$ cat config.mk
export PLATFORM = sky130hd
export DESIGN_NAME = serial_shift_port_flat
export DESIGN_NICKNAME = d
export VERILOG_FILES = /design/src/rtl/serial_pkg.sv /design/src/rtl/serial_shift_port_if.sv /design/src/rtl/serial_bit_counter.sv /design/src/rtl/serial_shift_port.sv /design/src/flat_wrapper.sv
export SDC_FILE = /design/constraint.sdc
export NUM_CORES = 1
export LEC_CHECK = 0
export ABC_AREA = 0
export BUFFER_PORTS_ARGS = -buffer_cell sky130_fd_sc_hd__buf_2
export CAP_MARGIN = 20
export CELL_PAD_IN_SITES_DETAIL_PLACEMENT = 0
export CELL_PAD_IN_SITES_GLOBAL_PLACEMENT = 1
export CORE_AREA = 2 2 66 68
export DETAILED_ROUTE_END_ITERATION = 12
export DIE_AREA = 0 0 68 70
export GPL_TIMING_DRIVEN = 0
export PLACE_DENSITY = 0.73
export RECOVER_POWER = 50
export SLEW_MARGIN = 20
export SYNTH_ARGS = -nofsm -noshare
export SYNTH_HDL_FRONTEND = slang
export SYNTH_SLANG_ARGS = --single-unit
$ cat constraint.sdc
create_clock -name clk -period 1.8 [get_ports clk]
set_input_delay 0 -clock clk [delete_from_list [all_inputs] [get_ports clk]]
set_output_delay 0 -clock clk [all_outputs]
set_load 0.02 [all_outputs]
$ cat src/rtl/serial_pkg.sv
// Shared definitions for the serial shift engine: FSM state encoding and the
// helper that maps a bit position in the word onto a physical bit index.
package serial_pkg;

  localparam logic [1:0] ST_IDLE = 2'd0;
  localparam logic [1:0] ST_TX   = 2'd1;
  localparam logic [1:0] ST_RX   = 2'd2;

  // Position cnt in shift order -> physical bit index of the word.
  function automatic int unsigned idx(input int unsigned cnt,
                                      input int unsigned width,
                                      input bit          msb_first);
    return msb_first ? (width - 32'd1 - cnt) : cnt;
  endfunction

endpackage

$ cat src/rtl/serial_shift_port_if.sv
// Word-side handshake and serial bus signals of the shift engine, bundled so
// the byte-level logic and the engine connect through one port.
interface serial_shift_port_if #(
  parameter int DATA_W = 8,
  parameter int CNT_W  = $clog2(DATA_W)
);
  logic [DATA_W-1:0] tx_data;
  logic              tx_valid;
  logic              tx_ready;
  logic              rx_start;
  logic              abort;
  logic              bus_i;
  logic              bus_o;
  logic              bus_oe;
  logic [DATA_W-1:0] rx_data;
  logic              rx_valid;
  logic              busy;
  logic [CNT_W-1:0]  bit_cnt;

  modport master (
    output tx_data, tx_valid, rx_start, abort, bus_i,
    input  tx_ready, bus_o, bus_oe, rx_data, rx_valid, busy, bit_cnt
  );

  modport slave (
    input  tx_data, tx_valid, rx_start, abort, bus_i,
    output tx_ready, bus_o, bus_oe, rx_data, rx_valid, busy, bit_cnt
  );
endinterface

$ cat src/rtl/serial_bit_counter.sv
// Bit position counter for one word: wraps from DATA_W-1 to 0, so values
// >= DATA_W never appear even when DATA_W is not a power of two.
module serial_bit_counter #(
  parameter int DATA_W = 8,
  parameter int CNT_W  = $clog2(DATA_W)
) (
  input  logic             clk,
  input  logic             rst_n,
  input  logic             clr,
  input  logic             en,
  output logic [CNT_W-1:0] cnt,
  output logic             last
);

  localparam logic [CNT_W-1:0] LAST_VAL = CNT_W'(DATA_W - 1);

  assign last = (cnt == LAST_VAL);

  always_ff @(posedge clk or negedge rst_n) begin
    if (!rst_n)
      cnt <= '0;
    else if (clr)
      cnt <= '0;
    else if (en)
      cnt <= last ? '0 : cnt + CNT_W'(1);
  end

endmodule

$ cat src/rtl/serial_shift_port.sv
// Half-duplex serial shift engine: serialises or deserialises one DATA_W-bit
// word per transfer, one bit per clock, with registered bus_o/bus_oe.
module serial_shift_port
  import serial_pkg::*;
#(
  parameter int DATA_W    = 8,
  parameter int MSB_FIRST = 0,
  parameter int CNT_W     = $clog2(DATA_W)
) (
  input  logic               clk,
  input  logic               rst_n,
  serial_shift_port_if.slave sp
);

  localparam bit               MSB   = (MSB_FIRST != 0);
  localparam logic [CNT_W-1:0] FIRST = CNT_W'(idx(32'd0, DATA_W, MSB));

  logic [1:0]        state;
  logic [1:0]        state_nxt;
  logic [DATA_W-1:0] shreg;
  logic [DATA_W-1:0] rx_word;
  logic [DATA_W-1:0] rx_data_q;
  logic              rx_valid_q;
  logic              bus_o_q;
  logic              bus_oe_q;
  logic [CNT_W-1:0]  cnt;
  logic              last;
  logic [CNT_W-1:0]  tx_sel;
  logic [CNT_W-1:0]  rx_sel;

  serial_bit_counter #(.DATA_W(DATA_W), .CNT_W(CNT_W)) u_cnt (
    .clk  (clk),
    .rst_n(rst_n),
    .clr  ((state == ST_IDLE) || sp.abort),
    .en   (state != ST_IDLE),
    .cnt  (cnt),
    .last (last)
  );

  assign tx_sel = CNT_W'(idx(32'(cnt) + 32'd1, DATA_W, MSB));
  assign rx_sel = CNT_W'(idx(32'(cnt), DATA_W, MSB));

  always_ff @(posedge clk or negedge rst_n) begin
    if (!rst_n)
      state <= ST_IDLE;
    else
      state <= state_nxt;
  end

  // Abort wins over word completion; abort in IDLE has no effect.
  always_comb begin
    state_nxt = state;
    case (state)
      ST_IDLE: begin
        if (sp.tx_valid)
          state_nxt = ST_TX;
        else if (sp.rx_start)
          state_nxt = ST_RX;
      end
      ST_TX: begin
        if (sp.abort || (last && !sp.tx_valid))
          state_nxt = ST_IDLE;
      end
      ST_RX: begin
        if (sp.abort || last)
          state_nxt = ST_IDLE;
      end
      default: state_nxt = ST_IDLE;
    endcase
  end

  always_comb begin
    sp.busy     = (state != ST_IDLE);
    sp.tx_ready = rst_n && ((state == ST_IDLE) || ((state == ST_TX) && last));
  end

  always_comb begin
    rx_word         = shreg;
    rx_word[rx_sel] = sp.bus_i;
  end

  // Datapath: the next bus bit is registered one cycle ahead of its slot.
  always_ff @(posedge clk or negedge rst_n) begin
    if (!rst_n) begin
      shreg      <= '0;
      bus_o_q    <= 1'b0;
      bus_oe_q   <= 1'b0;
      rx_data_q  <= '0;
      rx_valid_q <= 1'b0;
    end else begin
      rx_valid_q <= 1'b0;
      case (state)
        ST_IDLE: begin
          if (sp.tx_valid) begin
            shreg    <= sp.tx_data;
            bus_o_q  <= sp.tx_data[FIRST];
            bus_oe_q <= 1'b1;
          end else if (sp.rx_start) begin
            shreg <= '0;
          end
        end
        ST_TX: begin
          if (sp.abort || (last && !sp.tx_valid)) begin
            bus_o_q  <= 1'b0;
            bus_oe_q <= 1'b0;
          end else if (last) begin
            shreg   <= sp.tx_data;
            bus_o_q <= sp.tx_data[FIRST];
          end else begin
            bus_o_q <= shreg[tx_sel];
          end
        end
        ST_RX: begin
          if (!sp.abort) begin
            shreg <= rx_word;
            if (last) begin
              rx_data_q  <= rx_word;
              rx_valid_q <= 1'b1;
            end
          end
        end
        default: begin
          bus_o_q  <= 1'b0;
          bus_oe_q <= 1'b0;
        end
      endcase
    end
  end

  assign sp.bus_o    = bus_o_q;
  assign sp.bus_oe   = bus_oe_q;
  assign sp.rx_data  = rx_data_q;
  assign sp.rx_valid = rx_valid_q;
  assign sp.bit_cnt  = cnt;

endmodule

$ cat src/flat_wrapper.sv
// flat-port wrapper written by rule: the top's interface ports become plain ports
module serial_shift_port_flat import serial_pkg::*;
#(
  parameter int DATA_W    = 8,
  parameter int MSB_FIRST = 0,
  parameter int CNT_W     = $clog2(DATA_W)
)
  (clk, rst_n, sp_tx_data, sp_tx_valid, sp_rx_start, sp_abort, sp_bus_i, sp_tx_ready, sp_bus_o, sp_bus_oe, sp_rx_data, sp_rx_valid, sp_busy, sp_bit_cnt);
  serial_shift_port_if #(.DATA_W(DATA_W), .CNT_W(CNT_W)) sp_i ();
  input  logic clk;
  input  logic rst_n;
  input wire logic [$bits(sp_i.tx_data)-1:0] sp_tx_data;
  input wire logic [$bits(sp_i.tx_valid)-1:0] sp_tx_valid;
  input wire logic [$bits(sp_i.rx_start)-1:0] sp_rx_start;
  input wire logic [$bits(sp_i.abort)-1:0] sp_abort;
  input wire logic [$bits(sp_i.bus_i)-1:0] sp_bus_i;
  output wire logic [$bits(sp_i.tx_ready)-1:0] sp_tx_ready;
  output wire logic [$bits(sp_i.bus_o)-1:0] sp_bus_o;
  output wire logic [$bits(sp_i.bus_oe)-1:0] sp_bus_oe;
  output wire logic [$bits(sp_i.rx_data)-1:0] sp_rx_data;
  output wire logic [$bits(sp_i.rx_valid)-1:0] sp_rx_valid;
  output wire logic [$bits(sp_i.busy)-1:0] sp_busy;
  output wire logic [$bits(sp_i.bit_cnt)-1:0] sp_bit_cnt;
  assign sp_i.tx_data = sp_tx_data;
  assign sp_i.tx_valid = sp_tx_valid;
  assign sp_i.rx_start = sp_rx_start;
  assign sp_i.abort = sp_abort;
  assign sp_i.bus_i = sp_bus_i;
  assign sp_tx_ready = sp_i.tx_ready;
  assign sp_bus_o = sp_i.bus_o;
  assign sp_bus_oe = sp_i.bus_oe;
  assign sp_rx_data = sp_i.rx_data;
  assign sp_rx_valid = sp_i.rx_valid;
  assign sp_busy = sp_i.busy;
  assign sp_bit_cnt = sp_i.bit_cnt;
  serial_shift_port #(.DATA_W(DATA_W), .MSB_FIRST(MSB_FIRST), .CNT_W(CNT_W)) u_core (.clk(clk), .rst_n(rst_n), .sp(sp_i));
endmodule
# After elaboration in Yosys (flattened, before gate mapping)
# Index checks and enable logic that the tools add are counted.
# op_classes
muxes	29
n_bitwise	2
n_reduce_logical	18
n_eq_ne	10
add_sub_neg	2
n_lt_le_gt_ge	3
# op_table
cell	n
8-bit 2-to-1 mux	5
8-bit one-hot mux with 3 select lines	1
1-bit 2-to-1 mux	10
3-bit 2-to-1 mux	3
3-bit AND reduction	3
8-bit bitwise mux	1
3-bit by 4-bit < comparator with 1-bit output, second input constant	2
2-bit 2-to-1 mux	4
3-bit by 1-bit adder with 3-bit output, second input constant	2
2-bit by 1-bit != test with 1-bit output, second input constant	3
2-bit != test, second input constant	3
1-bit one-hot mux with 3 select lines	2
2-bit one-hot mux with 3 select lines	1
5-bit AND reduction	1
1-bit logical AND	4
1-bit logical OR	4
2-bit nonzero test	2
1-bit binary-select mux with 3-bit select	1
1-bit demux with 3-bit select	1
3-bit == test, second input constant	1
3-bit by 1-bit >= comparator with 1-bit output, second input constant	1
3-bit != test, second input constant	1
3-bit nonzero test	1
2-bit by 1-bit == test with 1-bit output, second input constant	1
5 further kinds	6
# totals
input_bits	14
ff_bits	24

# Depth between registers and ports, before layout
# Gate-level depths: netlist (run 1).
# depth
word_depth	7
ltp_mapped	8
depth_no_buf	6

# By module
# From an unflattened synthesis (run 1), not the netlist that was laid out.
# unflattened
hier_cells	149
area_unflattened_um2	1482.7
# by_module_without_submodules
mod	cells_per_inst	n_inst	area_per_inst_um2	seq_area_each_um2
serial_shift_port	137	1	1331.3	525.5
serial_bit_counter	12	1	151.4	75.1

# Worst setup path before layout (run 1)
# Ideal clock, no wire load.
# synth_timing
kind	reg-to-reg
from	reg u_core.u_cnt.cnt[1]
to	reg u_core.bus_o_q (netlist: u_core.sp.bus_o)
path_stages_with_launch	7
period_less_slack_ns	2.000
path_slack_ns	-0.200
setup_time_ns	0.124
arrival_time_ns	1.876
t_required_ns	1.676
n_path_buf	0
path_cell_list	dfrtp_1 > ha_1 > ha_1 > mux4_2 > o22ai_1 > o31a_1 > o21ai_2
# synth_between
elab_chain_cells	6
elab_cells_between_ends	9
# synth_rtl
item	line	rtl
start: declaration	serial_bit_counter.sv:11	output logic [CNT_W-1:0] cnt,
start signal: assignment	serial_bit_counter.sv:25	cnt <= last ? '0 : cnt + CNT_W'(1);
3-bit by 1-bit adder with 3-bit output	serial_shift_port.sv:40	assign tx_sel = CNT_W'(idx(32'(cnt) + 32'd1, DATA_W, MSB));
1-bit binary-select mux with 3-bit select	serial_shift_port.sv:110	bus_o_q <= shreg[tx_sel];
1-bit 2-to-1 mux (not written as such)	serial_shift_port.sv:110	
1-bit 2-to-1 mux	serial_shift_port.sv:106	end else if (last) begin
1-bit 2-to-1 mux *	serial_shift_port.sv:103	if (sp.abort || (last && !sp.tx_valid)) begin
1-bit one-hot mux with 3 select lines *	serial_shift_port.sv:92	case (state)
end signal: assignment	serial_shift_port.sv:96	bus_o_q <= sp.tx_data[FIRST];
end signal: assignment	serial_shift_port.sv:108	bus_o_q <= sp.tx_data[FIRST];
end signal: assignment	serial_shift_port.sv:110	
end: declaration	serial_shift_port.sv:24	logic bus_o_q;
# Mark *: on every way between the ends. The rest lies on a longest branch, timed or not. The select of a mux whose other input is x is not followed.
# A chain may end at the register's enable or synchronous reset.

# Final worst setup path (run 1)
# layout_timing
from	reg u_core.u_cnt.cnt[0]
to	reg u_core.bus_o_q (netlist: u_core.sp.bus_o)
# Same word-level chain as after synthesis.

==> results of run 1 <==
[worst register-to-register path: cells and delay by family (launching register included)]
family / cells / cell delay [ns]
flip-flops: 1 / 0.43
adder cells (fa/ha/maj): 2 / 0.45
AO/OA/AOI/OAI: 3 / 0.34
multiplexers: 1 / 0.51
[state kept, by name (all words and copies together) (netlist names)]
name,flops
u_core.shreg,8
u_core.sp.rx_data,8
u_core.u_cnt.cnt,3
u_core.state,2
u_core.sp.bus_o,1
u_core.sp.bus_oe,1
u_core.sp.rx_valid,1
[per-stage QoR]
stage,setup TNS (ns),setup slack [ns],utilization (%),std cells
global placement,-0.151,-0.151,40.6,223
detailed placement,-0.299,-0.147,40.6,223
finish,-0.0494,-0.0494,44.4,235
global route,-0.0899,-0.0804,44.4,235
floorplan,-0.0565,-0.0565,-,143
CTS,-0.108,-0.0675,43.2,233
[final cells by class]
type / count / area (um2) / area share [%]
well taps: 52 / 65.1 / 3.54
multi-input cells: 107 / 852 / 46.4
plain buffers: 7 / 46.3 / 2.52
repair buffers: 36 / 196 / 10.7
clock buffers: 4 / 55.1 / 3.00
inverters: 5 / 18.8 / 1.02
flip-flops and latches: 24 / 604 / 32.9
[synth_stat cells, drive strengths merged, types with 5 or more instances]
master | count | area (um2)
mux2i | 9 | 90.1
nand2 | 13 | 51.3
inv | 5 | 18.8
a22oi | 7 | 52.6
buf | 6 | 35.0
nor3b | 5 | 47.5
o211ai | 7 | 52.6
o2bb2ai | 8 | 70.1
ha | 7 | 87.6
dfrtp | 24 | 601
o21ai | 11 | 58.8
and3 | 6 | 37.5
a21oi | 7 | 35.0
[path summary, 6_finish.rpt]
kind	end	slack (ns)	cells past startpoint
max	u_core.sp.bus_o	-0.05	6
min	u_core.shreg[5]	0.004	3
max reg2reg	u_core.sp.bus_o	-0.05	6
min reg2reg	u_core.sp.rx_data[6]	0.48	2
max in group asynchronous	u_core.u_cnt.cnt[2]	1.13	2
min in group asynchronous	u_core.sp.rx_data[7]	0.25	2
[per-layer routing]
layer  vias up  part of all wire, %  GRT usage (%)  wire length, um
li1        615                    -              -                -
met5         -                    0              0                0
met4         0                 0.32           2.89               12
met3         2                  4.4           2.58              165
met1       589                   49           24.9             1830
met2        30                   46           25.8             1710
[what timing repair did]
| item | CTS | global route |
|---|---|---|
| hold endpoints to repair | 26 | 0 |
| resized for setup | 1 | 11 |
| pin swaps | 4 | 3 |
| endpoints found under the setup margin | 9 | 19 |
| setup buffers | 4 | 2 |
| hold buffers | 2 | 0 |
[report_power, final]
group / leakage, nW / total [mW] / switching (mW) / internal [mW]
clock network: 0.0288 / 0.373 / 0.177 / 0.195
registers: 0.318 / 0.764 / 0.102 / 0.662
logic: 0.466 / 1.37 / 0.753 / 0.614
total: 0.813 / 2.50 / 1.03 / 1.47
[kinds of logic after synthesis]
family,after synthesis
buffers and inverters,12
and+or+nand+nor,41
DFF,24
adders and majority gates,7
muxes,12
AOI/OAI and AO/OA,47
==> summary.log, run 1 <==
[layout] leading cell type in the layout, fill and taps excluded sky130_fd_sc_hd__buf_2
[synthesis] Main synth FF type sky130_fd_sc_hd__dfrtp_1
[sta] worst max-slew margin expressed relative to the limit 62.0%
[detailed_routing] first-pass iteration count of the detailed router 4
[worst_setup_path] Crit. Startpoint u_core.u_cnt.cnt[0]
[global_routing] GRT overflow 0
[die] Core ar. 4140 um2
[worst_setup_path] kind of critical path reg -> reg
[synthesis] Syn Area/Cell 10.1 um2
[hold_path] class of the most critical hold timing path in -> reg
[detailed_routing] DRT antenna net count 0
[detailed_routing] Post-Route WL 3720 um
[synthesis] synthesized netlist net count 164
[sta] minimum clock period 1.85 ns
[sta] worst hold slack after final layout 0.00441 ns
[synthesis] Compound-Gate Fraction of Synth Area 22.5%
[job] max capacitance violation total 0
[worst_setup_path] critical path launch point type register
[sta] maximum clock skew at final layout 0.0119 ns
[synthesis] Synth cell types 37
[die] Chip Height 70 um
[detailed_routing] DR iter-0 viols 51
[layout] area growth from synthesis to layout 26.7%
[die] total die area 4760 um2
[cts] Clock Path Buffers 2
[worst_setup_path] Crit Reg-Reg Startpoint u_core.u_cnt.cnt[0]
[cts] CTS H-tree lvls 1
[placement] Buffers on Ports 28
[die] Initial Util 35.0%
[detailed_routing] drt via density 5.26
[worst_setup_path] required time of the worst setup path 1.95 ns
[synthesis] count of synthesis-stage warnings from yosys 0
[placement] instance area after placement 1680 um2
[synthesis] portion of netlist area occupied by mux cells 9.32%
[worst_setup_path] slowest stage cell on the critical path sky130_fd_sc_hd__mux4_2
[detailed_routing] mean routed wirelength per cell 15.8 um
[worst_setup_path] Critical path buffers and inverters 0
[layout] Nets 205
[synthesis] Synth Area in XOR/XNOR 0%
[sta] part of the cycle the worst path needs 103%
[worst_setup_path] slowest cell delay on critical path 0.51 ns
[sta] unrepaired setup endpoints after global routing yes
[power] Leak 0.813 nW
[power] total power divided by cell area 1360 nW/um2
[power] Peak supply drop 0.677 mV
[cts] CTS clock-pin slew for the worst setup and hold paths 0.10 ns
[layout] total non-filler cell area in the finished layout 1840 um2
[die] die span in x 68 um
[synthesis] sequential-to-total area share from yosys stat 41.4%
[worst_setup_path] Worst setup EP type register
[detailed_routing] drc violations 0
[synthesis] largest family of logic cells by synthesized area compound AO/OA/AOI/OAI gates
[placement] Final HPWL DP 2600 um
[sta] maximum clock frequency 541 MHz
[worst_setup_path] worst-path cell chain ha_4, ha_4, mux4_2, o22ai_2, o31a_1, o21ai_2
[sta] max-slew violations 0
[global_routing] maximum number of pins on one net before global-route repair 26
[synthesis] post-synthesis adder-cell area fraction 6.04%
[synthesis] area of the mapped netlist 1450 um2
[layout] layout cell share with drive strength beyond 1 31.1%
[global_routing] vias in the first global route 1264
[synthesis] fraction of synthesis flops using an asynchronous set or reset pin 100%
[cts] sink count of the clock tree 24
[global_routing] initial antenna violation count 0
[worst_setup_path] top cell family by delay on the critical path multiplexers
[worst_setup_path] Top cell by count, worst path sky130_fd_sc_hd__ha_4
[hold_path] hold path startpoint sp_tx_data[5]
[synthesis] Post-synth EDFFs 0
[layout] Ant. Diodes 0
[cts] CTS root buffer sky130_fd_sc_hd__clkbuf_8
[die] I/O pin count 30
[synthesis] Synth Instances 143
[worst_setup_path] largest fanout on the critical path 2
[synthesis] fraction of the mapped netlist area in simple logic gates 16.7%
[sta] worst path setup slack after routing -0.0494 ns
[outcome] result of the run finished with violations
[detailed_routing] via count of the routed design 1236
[cts] total clock buffers created by CTS 3
[power] total power of the final layout 2.50 mW
[layout] commonest cells after routing, fill and taps aside 24 x sky130_fd_sc_hd__buf_2, 21 x sky130_fd_sc_hd__dfrtp_1, 12 x sky130_fd_sc_hd__nand2_1
[outcome] failing checks negative setup slack
[synthesis] number of flip-flops and latches in the synthesized netlist 24
[sta] hold violation count in the final report 0
[global_routing] wire length of the first global-routing pass 6200 um
[layout] total of fill cells in the finished design 414
[die] count of standard-cell rows 24
[cts] TritonCTS clock tree built
[sta] worst-margin pin slew 0.571 ns
[cts] worst skew pair latency 0.27 ns
[sta] number of endpoints failing setup at the final stage 1
[worst_setup_path] data arrival time of the critical path 2.00 ns
[placement] routability cong. 0.840
[global_routing] All-Layer GR Usage 16.7%
(Power assumes the default switching activity.)
==> run 2, diff against run 1 <==
--- a/config.mk
+++ b/config.mk
@@ -5,16 +5,16 @@
 export SDC_FILE = /design/constraint.sdc
 export NUM_CORES = 1
 export LEC_CHECK = 0
-export ABC_AREA = 0
+export ABC_AREA = 1
 export BUFFER_PORTS_ARGS = -buffer_cell sky130_fd_sc_hd__buf_2
 export CAP_MARGIN = 20
 export CELL_PAD_IN_SITES_DETAIL_PLACEMENT = 0
 export CELL_PAD_IN_SITES_GLOBAL_PLACEMENT = 1
-export CORE_AREA = 2 2 66 68
+export CORE_AREA = 2 2 70 72
 export DETAILED_ROUTE_END_ITERATION = 12
-export DIE_AREA = 0 0 68 70
+export DIE_AREA = 0 0 72 74
 export GPL_TIMING_DRIVEN = 0
-export PLACE_DENSITY = 0.73
+export PLACE_DENSITY = 0.74
 export RECOVER_POWER = 50
 export SLEW_MARGIN = 20
 export SYNTH_ARGS = -nofsm -noshare
==> summary.log, run 2 <==
[detailed_routing] mean routed wirelength per cell 12.5 um [-21%]
[worst_setup_path] kind of critical path reg -> reg
[synthesis] most area-consuming cells after synthesis sky130_fd_sc_hd__dfrtp_1 39%, sky130_fd_sc_hd__nand2_1 14%, sky130_fd_sc_hd__nor2_1 7.1%
[cts] CTS H-tree lvls 1 [unchanged]
[worst_setup_path] depth of the worst register-to-register path 8 [+2]
[worst_setup_path] required time of the worst setup path 1.96 ns [about the same]
[global_routing] initial antenna violation count 0 [unchanged]
[power] Leak 0.915 nW [+13%]
[cts] CTS root buffer sky130_fd_sc_hd__clkbuf_8
[worst_setup_path] data arrival time of the critical path 1.82 ns [-0.18 ns]
[sta] maximum clock frequency 603 MHz [+12%]
[synthesis] Synth Instances 212 [+48%]
[synthesis] Post-synth EDFFs 0 [unchanged]
[synthesis] most common cell in the synthesized netlist sky130_fd_sc_hd__nand2_1
[synthesis] count of synthesis-stage warnings from yosys 0 [unchanged]
[die] Initial Util 33.6% [-1.4 points]
[synthesis] Synth area leader sky130_fd_sc_hd__dfrtp_1
[cts] total clock buffers created by CTS 3 [unchanged]
[placement] pre-CTS WS -0.00380 ns [+0.143 ns]
[sta] aggregate negative setup slack 0 ns [+0.0494 ns]
[sta] part of the cycle the worst path needs 92.1% [-11 points]
[synthesis] number of flip-flops and latches in the synthesized netlist 24 [unchanged]
[synthesis] Syn Area/Cell 7.28 um2 [-28%]
[worst_setup_path] critical path launch point type register
[sta] worst path setup slack after routing 0.142 ns [+0.192 ns]
[synthesis] most numerous cell types in the synthesized netlist 57 x sky130_fd_sc_hd__nand2_1, 29 x sky130_fd_sc_hd__nor2_1, 24 x sky130_fd_sc_hd__dfrtp_1, 21 x sky130_fd_sc_hd__o21ai_0, 16 x sky130_fd_sc_hd__inv_1
[die] I/O pin count 30 [unchanged]
[sta] maximum clock skew at final layout 0.00403 ns [-0.00784 ns]
[die] Core ar. 4600 um2 [+11%]
[sta] worst max-slew margin expressed relative to the limit 62.1% [+0.11 points]
[detailed_routing] DR iter-0 viols 87 [+71%]
[power] total power divided by cell area 1510 nW/um2 [+11%]
[layout] Nets 270 [+32%]
[layout] total of fill cells in the finished design 516 [+25%]
[worst_setup_path] reg2reg end u_core.state[0]
[sta] number of endpoints failing setup at the final stage 0 [-1]
[synthesis] Synth cell types 27 [-27%]
[sta] minimum clock period 1.66 ns [-0.192 ns]
[detailed_routing] drt via density 4.81 [-8.5%]
[power] Peak supply drop 0.539 mV [-20%]
[layout] commonest cells after routing, fill and taps aside 57 x sky130_fd_sc_hd__nand2_1, 29 x sky130_fd_sc_hd__nor2_1, 25 x sky130_fd_sc_hd__buf_2
[detailed_routing] DRT antenna net count 0 [unchanged]
[job] max capacitance violation total 0 [unchanged]
[worst_setup_path] Worst setup EP type register
[cts] sink count of the clock tree 24 [unchanged]
[global_routing] All-Layer GR Usage 15.4% [-1.3 points]
[cts] Clock Path Buffers 2 [unchanged]
[layout] layout cell share with drive strength beyond 1 21.8% [-9.4 points]
[layout] leading cell type in the layout, fill and taps excluded sky130_fd_sc_hd__nand2_1
[synthesis] area of the mapped netlist 1540 um2 [+6.4%]
[die] total die area 5330 um2 [+12%]
[hold_path] capture endpoint of the worst hold path u_core.sp.bus_o
[die] die span in x 72 um [+5.9%]
[layout] area growth from synthesis to layout 20.1%
[cts] worst skew pair latency 0.27 ns [about the same]
[global_routing] maximum number of pins on one net before global-route repair 26 [unchanged]
[global_routing] vias in the first global route 1379 [+9.1%]
[worst_setup_path] flop2flop setup slack 0.14 ns [+0.19 ns]
[worst_setup_path] largest fanout on the critical path 4 [+2]
[synthesis] share of Yosys cell area claimed by the top area cell type 38.9% [-2.5 points]
[synthesis] Main synth FF type sky130_fd_sc_hd__dfrtp_1
[layout] Ant. Diodes 0 [unchanged]
[sta] unrepaired setup endpoints after global routing no
[cts] CTS clock-pin slew for the worst setup and hold paths 0.09 ns [about the same]
[sta] worst-margin pin slew 0.569 ns [-0.00164 ns]
[placement] routability cong. 0.808 [-3.8%]
[detailed_routing] drc violations 0 [unchanged]
[placement] Final HPWL DP 2880 um [+11%]
[hold_path] hold path startpoint sp_tx_data[0]
[layout] count of non-filler cells in the finished layout 302 [+29%]
[die] Chip Height 74 um [+5.7%]
[worst_setup_path] Crit Reg-Reg Startpoint u_core.u_cnt.cnt[0]
[global_routing] GRT overflow 0 [unchanged]
[detailed_routing] Post-Route WL 3780 um [+1.7%]
[sta] max-slew violations 0 [unchanged]
[detailed_routing] first-pass iteration count of the detailed router 6 [+2]
[outcome] result of the run finished clean
[die] count of standard-cell rows 25 [+4.2%]
[sta] hold violation count in the final report 0 [unchanged]
[placement] Buffers on Ports 29 [+3.6%]
[cts] TritonCTS clock tree built
[power] total power of the final layout 2.81 mW [+12%]
[global_routing] wire length of the first global-routing pass 6440 um [+3.9%]
[placement] instance count after placement with tap cells included 295 [+32%]
[synthesis] synthesized netlist net count 233 [+42%]
[synthesis] sequential-to-total area share from yosys stat 38.9% [-2.5 points]
[hold_path] instance count along the most critical hold path 5 [+2]
[detailed_routing] via count of the routed design 1453 [+18%]
[hold_path] class of the most critical hold timing path in -> reg
[synthesis] fraction of synthesis flops using an asynchronous set or reset pin 100% [unchanged]
[run 2: what timing repair did]
action / 4_1_cts / 5_1_grt
hold endpoints to repair: 25 / 0
endpoints found under the setup margin: 1 / 11
setup buffers: 0 / 1
gates resized for setup: 1 / 3
hold buffers: 2 / 0
[run 2: per-stage QoR]
stage | hold WS, ns | util (%) | cell area [um2]
2_1_floorplan | -0.296 | - | 1540
3_3_place_gp | 0.0272 | 38.2 | 1760
3_5_place_dp | 0.0264 | 38.2 | 1760
4_1_cts | 0.0824 | 40.2 | 1850
5_1_grt | 0.115 | 40.3 | 1850
6_report | 0.0861 | 40.3 | 1850
[run 2: cell type report]
type	instances	area [um2]	share of cell area, %
buffer	6	41.3	2.23
clock buffer	3	41.3	2.23
clock inverter	1	30.0	1.62
inverter	21	96.3	5.20
multi-input combinational	161	810	43.7
sequential	24	602	32.5
tap	54	67.6	3.65
timing repair buffer	32	165	8.91
[run 2: report_power, final]
| group | leakage [nW] | internal (mW) | total, mW | switching, mW |
|---|---|---|---|---|
| clock | 0.0357 | 0.297 | 0.481 | 0.184 |
| combinational | 0.567 | 0.528 | 1.52 | 0.992 |
| sequential | 0.312 | 0.692 | 0.807 | 0.115 |
[run 2: routing by layer]
metal | wire length, um | up-vias | part of all wire (%) | track usage (%)
met2 | 1700 | 23 | 45 | 24.6
met4 | 48 | 0 | 1.3 | 5.03
met5 | 0 | - | 0 | 0
met1 | 1920 | 669 | 51 | 21.3
met3 | 112 | 4 | 3.0 | 2.71
li1 | - | 757 | - | -
[run 2: logic make-up after synthesis]
group                      count (synthesis)  synth area share (%)
and+or+nand+nor                          111                  30.7
AOI/OAI and AO/OA                         43                  16.1
buffers and inverters                     27                  8.60
adders and majority gates                  7                  5.68
DFF                                       24                  38.9
[run 2: how the worst max path moves through the flow]
stage | slack, ns | end | startpoint
after floorplan | 0.1 | u_core.state[0] | u_core.u_cnt.cnt[1]
after global placement | 0.05 | u_core.state[0] | u_core.u_cnt.cnt[1]
after detailed placement | -0.004 | u_core.state[0] | u_core.u_cnt.cnt[1]
after CTS | 0.06 | u_core.state[0] | u_core.u_cnt.cnt[1]
after global routing | 0.004 | u_core.shreg[2] | u_core.state[0]
final | 0.14 | u_core.state[0] | u_core.u_cnt.cnt[0]
[run 2: worst max-delay path, cell delays in order, from the launching register on]
cell and delay (ns):
sky130_fd_sc_hd__dfrtp_1 0.39, sky130_fd_sc_hd__ha_1 0.19, sky130_fd_sc_hd__ha_1 0.17, sky130_fd_sc_hd__inv_2 0.06
sky130_fd_sc_hd__o211ai_2 0.22, sky130_fd_sc_hd__nand2_1 0.10, sky130_fd_sc_hd__or2_1 0.28, sky130_fd_sc_hd__nand2_1 0.09
sky130_fd_sc_hd__o21ai_2 0.05
